[src/rtl/quad_encoder_if.sv]
// Encoder phase inputs, position control and tick/position outputs of quad_encoder.
interface quad_encoder_if #(
   parameter int unsigned WIDTH = 3
);
   logic             s1;
   logic             s2;
   logic             clear;
   logic             load;
   logic [WIDTH-1:0] load_value;
   logic [WIDTH-1:0] value;
   logic             r_tick;
   logic             l_tick;
   logic             err;

   modport master (
      output s1, s2, clear, load, load_value,
      input  value, r_tick, l_tick, err
   );

   modport slave (
      input  s1, s2, clear, load, load_value,
      output value, r_tick, l_tick, err
   );
endinterface

[src/rtl/quad_encoder.sv]
// Quadrature rotary-encoder decoder: phase synchroniser, glitch filter, Gray decode,
// detent accumulator and a wrap/saturate position register with clear and load.
module quad_encoder #(
   parameter int unsigned WIDTH            = 3,
   parameter int unsigned FILT_CYCLES      = 4,
   parameter int unsigned STEPS_PER_DETENT = 4,
   parameter int unsigned WRAP             = 1,
   parameter int unsigned MAX_VAL          = (1 << WIDTH) - 1
) (
   input logic           clk,
   input logic           rst,
   quad_encoder_if.slave bus
);
   localparam int unsigned      CW       = $clog2(FILT_CYCLES) + 1;
   localparam int unsigned      AW       = $clog2(STEPS_PER_DETENT) + 2;
   localparam logic [CW-1:0]    CNT_LAST = CW'(FILT_CYCLES - 1);
   localparam logic [AW-1:0]    ACC_TOP  = AW'(STEPS_PER_DETENT - 1);
   localparam logic [AW-1:0]    ACC_BOT  = AW'(0) - ACC_TOP;
   localparam logic [WIDTH-1:0] MAX_V    = WIDTH'(MAX_VAL);

   // Phase vectors are {A, B}.
   logic [1:0]       sync1_q, sync1_d;
   logic [1:0]       sync2_q, sync2_d;
   logic [1:0]       filt_q, filt_d;
   logic [1:0]       prev_q, prev_d;
   logic [CW-1:0]    cnt_a_q, cnt_a_d;
   logic [CW-1:0]    cnt_b_q, cnt_b_d;
   logic [AW-1:0]    acc_q, acc_d;
   logic [WIDTH-1:0] value_q, value_d;
   logic             r_q, r_d;
   logic             l_q, l_d;
   logic             err_q, err_d;
   logic [1:0]       step;

   // Position of a phase state along the clockwise cycle 11 -> 01 -> 00 -> 10.
   function automatic logic [1:0] gray_idx(input logic [1:0] ab);
      logic [1:0] idx;
      case (ab)
         2'b11:   idx = 2'd0;
         2'b01:   idx = 2'd1;
         2'b00:   idx = 2'd2;
         default: idx = 2'd3;
      endcase
      return idx;
   endfunction

   // Returns {filtered, counter}: filtered follows synced after FILT_CYCLES differing edges.
   function automatic logic [CW:0] filt_next(input logic synced, input logic filt,
                                             input logic [CW-1:0] cnt);
      logic [CW:0] res;
      res = {filt, CW'(0)};
      if (synced != filt) begin
         if (cnt == CNT_LAST) res = {synced, CW'(0)};
         else                 res = {filt, cnt + CW'(1)};
      end
      return res;
   endfunction

   always_comb begin
      sync1_d = {bus.s1, bus.s2};
      sync2_d = sync1_q;
      {filt_d[1], cnt_a_d} = filt_next(sync2_q[1], filt_q[1], cnt_a_q);
      {filt_d[0], cnt_b_d} = filt_next(sync2_q[0], filt_q[0], cnt_b_q);
      prev_d  = filt_q;
      acc_d   = acc_q;
      value_d = value_q;
      r_d     = 1'b0;
      l_d     = 1'b0;
      err_d   = 1'b0;
      step    = gray_idx(filt_q) - gray_idx(prev_q);

      // Distance 1 is a clockwise step, 3 counter-clockwise, 2 a skipped state.
      case (step)
         2'd1: begin
            if (acc_q == ACC_TOP) begin
               r_d   = 1'b1;
               acc_d = '0;
            end else begin
               acc_d = acc_q + AW'(1);
            end
         end
         2'd3: begin
            if (acc_q == ACC_BOT) begin
               l_d   = 1'b1;
               acc_d = '0;
            end else begin
               acc_d = acc_q - AW'(1);
            end
         end
         2'd2: begin
            err_d = 1'b1;
            acc_d = '0;
         end
         default: ;
      endcase

      if (r_d) begin
         value_d = (WRAP == 0 && value_q >= MAX_V) ? value_q : value_q + WIDTH'(1);
      end else if (l_d) begin
         value_d = (WRAP == 0 && value_q == '0) ? value_q : value_q - WIDTH'(1);
      end

      if (bus.clear) begin
         value_d = '0;
         acc_d   = '0;
         r_d     = 1'b0;
         l_d     = 1'b0;
      end else if (bus.load) begin
         value_d = (WRAP == 0 && bus.load_value > MAX_V) ? MAX_V : bus.load_value;
      end
   end

   always_ff @(posedge clk) begin
      if (rst) begin
         sync1_q <= 2'b11;
         sync2_q <= 2'b11;
         filt_q  <= 2'b11;
         prev_q  <= 2'b11;
         cnt_a_q <= '0;
         cnt_b_q <= '0;
         acc_q   <= '0;
         value_q <= '0;
         r_q     <= 1'b0;
         l_q     <= 1'b0;
         err_q   <= 1'b0;
      end else begin
         sync1_q <= sync1_d;
         sync2_q <= sync2_d;
         filt_q  <= filt_d;
         prev_q  <= prev_d;
         cnt_a_q <= cnt_a_d;
         cnt_b_q <= cnt_b_d;
         acc_q   <= acc_d;
         value_q <= value_d;
         r_q     <= r_d;
         l_q     <= l_d;
         err_q   <= err_d;
      end
   end

   assign bus.value  = value_q;
   assign bus.r_tick = r_q;
   assign bus.l_tick = l_q;
   assign bus.err    = err_q;
endmodule
[src/flat_wrapper.sv]
// flat-port wrapper written by rule: the top's interface ports become plain ports
module quad_encoder_flat 
#(
   parameter int unsigned WIDTH            = 3,
   parameter int unsigned FILT_CYCLES      = 4,
   parameter int unsigned STEPS_PER_DETENT = 4,
   parameter int unsigned WRAP             = 1,
   parameter int unsigned MAX_VAL          = (1 << WIDTH) - 1
)
  (clk, rst, bus_s1, bus_s2, bus_clear, bus_load, bus_load_value, bus_value, bus_r_tick, bus_l_tick, bus_err);
  quad_encoder_if #(.WIDTH(WIDTH)) bus_i ();
  input logic clk;
  input logic rst;
  input wire logic [$bits(bus_i.s1)-1:0] bus_s1;
  input wire logic [$bits(bus_i.s2)-1:0] bus_s2;
  input wire logic [$bits(bus_i.clear)-1:0] bus_clear;
  input wire logic [$bits(bus_i.load)-1:0] bus_load;
  input wire logic [$bits(bus_i.load_value)-1:0] bus_load_value;
  output wire logic [$bits(bus_i.value)-1:0] bus_value;
  output wire logic [$bits(bus_i.r_tick)-1:0] bus_r_tick;
  output wire logic [$bits(bus_i.l_tick)-1:0] bus_l_tick;
  output wire logic [$bits(bus_i.err)-1:0] bus_err;
  assign bus_i.s1 = bus_s1;
  assign bus_i.s2 = bus_s2;
  assign bus_i.clear = bus_clear;
  assign bus_i.load = bus_load;
  assign bus_i.load_value = bus_load_value;
  assign bus_value = bus_i.value;
  assign bus_r_tick = bus_i.r_tick;
  assign bus_l_tick = bus_i.l_tick;
  assign bus_err = bus_i.err;
  quad_encoder #(.WIDTH(WIDTH), .FILT_CYCLES(FILT_CYCLES), .STEPS_PER_DETENT(STEPS_PER_DETENT), .WRAP(WRAP), .MAX_VAL(MAX_VAL)) u_core (.clk(clk), .rst(rst), .bus(bus_i));
endmodule
[config.mk]
export PLATFORM = sky130hd
export DESIGN_NAME = quad_encoder_flat
export DESIGN_NICKNAME = d
export VERILOG_FILES = /design/src/rtl/quad_encoder_if.sv /design/src/rtl/quad_encoder.sv /design/src/flat_wrapper.sv
export SDC_FILE = /design/constraint.sdc
export NUM_CORES = 1
export LEC_CHECK = 0
export BUFFER_PORTS_ARGS = -buffer_cell sky130_fd_sc_hd__buf_4
export CORE_MARGIN = 5
export CORE_UTILIZATION = 60
export CTS_CLUSTER_SIZE = 10
export DETAILED_ROUTE_END_ITERATION = 8
export GPL_TIMING_DRIVEN = 0
export PLACE_DENSITY_LB_ADDON = 0.3
export SYNTH_ARGS = -nofsm -noshare
export SYNTH_HDL_FRONTEND = slang
export SYNTH_SLANG_ARGS = --single-unit
[constraint.sdc]
create_clock -name clk -period 6.7 [get_ports clk]
set_input_delay 1.005 -clock clk [delete_from_list [all_inputs] [get_ports clk]]
set_output_delay 1.005 -clock clk [all_outputs]
set_load 0.005 [all_outputs]
==> reports/summary.txt <==
Maxcap violations - 0
CP Capture Type - register
CTS Hold Bufs - 0
Final critical-path share of the clock period - 50.5%
Final instance area - 1400 sq um
Initial antenna violation count - 0
Die area - 3010 sq um
First-pass GRT wire length - 3.59 mm
Vias per cell - 5.13
Routed WL - 2.04 mm
Final WS setup - 3.32 ns
NetSw - 0.0000510 W
Post-synth net total - 149
Placer Congestion - 0.846
Place WS - 3.38 ns
Crit path DAT - 3.64 ns
Worst slew pin tran - 0.415 ns
DR DRC count - 0
Post-CTS Resized - 0
Cells after Synth - 127
P_leak - 0.602 nW
Syn avg cell area - 9.51 sq um
M2 GR Usage - 29.5%
Worst slew margin - 72.3%
Overall Global Routing Usage - 16.6%
HPWL after detailed placement - 1.60 mm
Root Buffer - clkbuf_4
Final number of setup-violating endpoints - 0
Routed Antenna Nets - 0
CTS tree - yes
Setup bufs post-CTS - 0
# diodes - 0
Clk_skew - 0.00543 ns
Final setup TNS - 0 ns
Most Used Layer, Global Route - met2
Synth cell types - 32
Power Total - 0.000264 W
VDD IR-drop max - 0.125 mV
Via count - 882
Cell-internal power - 0.000213 W
Count of input and output buffers - 14
Setup crit start kind - register
Clock period minus final worst setup slack - 3.38 ns
Area grow syn2layout - 15.9%
Boundary Pins - 15
Die W - 54.9 um
Final Hold Slack - 0.433 ns
Met1 Use GR - 18.7%
CTS Sinks - 24
Clock Pin Slew Worst Setup and Hold Paths - 0.13 ns
Die height - 54.9 um
Clock Tree Buf Depth - 2
FF+latch count, synth - 24
Vias in the first global route - 913
Combinational power share - 5.4%
WS Path Type - register to register
Sequential share of power - 55.4%
Sequential share of the synthesized area - 39.8%
Sw Ratio - 19.3%
DR pass1 iterations - 4
CP max FO - 10
Iter 0 DRT Violations - 11
Grt ovf - 0
Met3 usage - 3.27%
Clock network fraction of design power - 39.2%
F_max - 295 MHz
Tightest Hold Check Type - register to register
Initial Utilization - 62.2%
Placed Area - 1350 sq um
Largest net degree at the start of global routing - 15
Core area - 1940 sq um
Yosys Warn Count - 0
Worst Path Required - 6.95 ns
Unrepaired setup endpoints after global routing - false
Area of the mapped netlist - 1210 sq um
Status - completed
Slew Limit Fails - 0
DR WL/cell - 11.9 um
Cell Rows - 16
Nets - 168
H-tree lvl count - 1
Clock Latency Late Sink - 0.31 ns
Num CTS Buffers - 3
Share of cells above drive strength 1 - 21.4%
Pwr per Cell Area - 189 nW/um^2
Final hold violation count - 0
## logic make-up (layout without fill, tap and decap cells)
family | Yosys count | in the layout | synth area share [%]
buffers and inverters | 16 | 34 | 7.36
adders and majority gates | 13 | 13 | 14.1
muxes | 2 | 2 | 1.66
xor gates and xnor gates | 8 | 8 | 7.05
and+or+nand+nor | 46 | 46 | 19.6
DFF | 24 | 24 | 39.8
AOI/OAI and AO/OA | 18 | 18 | 10.5
## routing by layer
metal	share of wire (%)	vias up	routed length [um]
met4	2.6	0	53
li1	-	454	-
met5	0	-	0
met3	3.7	7	76
met1	44	405	908
met2	49	16	1000
## cells in the mapped netlist
| cell | number | area (sq um) |
|---|---|---|
| dfxtp_1 | 24 | 480 |
| nor2_1 | 16 | 60.1 |
| inv_1 | 13 | 48.8 |
| ha_1 | 12 | 150 |
| nand2_1 | 8 | 30.0 |
| or2_2 | 7 | 43.8 |
| a21oi_1 | 6 | 30.0 |
| xnor2_1 | 6 | 52.6 |
| o211ai_1 | 4 | 30.0 |
| or3_1 | 3 | 18.8 |
| a211oi_1 | 2 | 15.0 |
| mux2i_1 | 2 | 20.0 |
| nand3_1 | 2 | 10.0 |
| nor3_1 | 2 | 10.0 |
| nor3b_1 | 2 | 15.0 |
| o21ai_0 | 2 | 10.0 |
| a21oi_4 | 1 | 16.3 |
| and2_2 | 1 | 7.51 |
| and3_1 | 1 | 6.26 |
| buf_1 | 1 | 3.75 |
| bufbuf_16 | 1 | 32.5 |
| clkbuf_1 | 1 | 3.75 |
| fa_1 | 1 | 20.0 |
| nand2b_4 | 1 | 13.8 |
| nand4b_1 | 1 | 8.76 |
| nor2_2 | 1 | 6.26 |
| nor4_1 | 1 | 6.26 |
| o21a_1 | 1 | 7.51 |
| o221ai_1 | 1 | 8.76 |
| o22a_1 | 1 | 8.76 |
| xnor3_2 | 1 | 23.8 |
| xor2_1 | 1 | 8.76 |
## state kept, by name, indices dropped and copies added (netlist names)
register,count
u_core.acc_q,4
u_core.bus.r_tick,1
u_core.sync1_q,2
u_core.filt_q,2
u_core.bus.l_tick,1
u_core.cnt_b_q,3
u_core.bus.err,1
u_core.cnt_a_q,3
u_core.sync2_q,2
u_core.bus.value,3
u_core.prev_q,2
## final cells by class
type / count / area (sq um)
fillers: 142 / 543
flip-flops and latches: 24 / 480
plain buffers: 3 / 40.0
inverters: 13 / 48.8
multi-input cells: 87 / 638
well taps: 27 / 33.8
clock inverters: 1 / 30.0
repair buffers: 14 / 105
clock buffers: 3 / 22.5
## power by group through the flow
stage	clock network, W	registers, W	logic [W]
after global routing	0.000113	0.000147	0.0000161
after global placement	0	0.000149	0.0000135
after CTS	0.000104	0.000146	0.0000144
after floorplan	0	0.000149	0.00000732
final	0.000104	0.000146	0.0000143
after detailed placement	0	0.000150	0.0000142
## cell usage in the layout (no fill, tap or decap), types with 3 or more instances in the layout
cell and n:
or3_1 3, xnor2_1 6, nor2_1 16, or2_2 7
a21oi_1 6, clkbuf_4 3, o211ai_1 4, ha_1 12
nand2_1 8, dfxtp_1 24, inv_1 13, buf_4 14
## stage by stage
stage / cells / util [%]
finish: 172 / 72.0
global route: 172 / 72.0
CTS: 172 / 72.0
detailed placement: 168 / 69.3
global placement: 168 / 69.3
floorplan: 127 / -
## path summary, 6_finish.rpt
kind                     start                   to  slack [ns]  depth (start not counted)
min          u_core.cnt_b_q[0]    u_core.cnt_b_q[0]        0.43                          1
max           u_core.filt_q[1]  u_core.bus.value[2]        3.32                         12
max reg2reg   u_core.filt_q[1]  u_core.bus.value[2]        3.32                         12
min reg2reg  u_core.cnt_b_q[0]    u_core.cnt_b_q[0]        0.43                          1
## worst max-delay path: stages (launching register included)
cell      delay, ns
dfxtp_1        0.41
inv_1          0.10
ha_1           0.28
inv_1          0.04
ha_1           0.19
xnor3_2        0.52
nand3_1        0.26
or2_2          0.39
fa_1           0.42
or3_1          0.36
o211ai_1       0.09
o221ai_1       0.13
a21oi_1        0.13
Note: power is estimated with default switching activity, not from simulation.
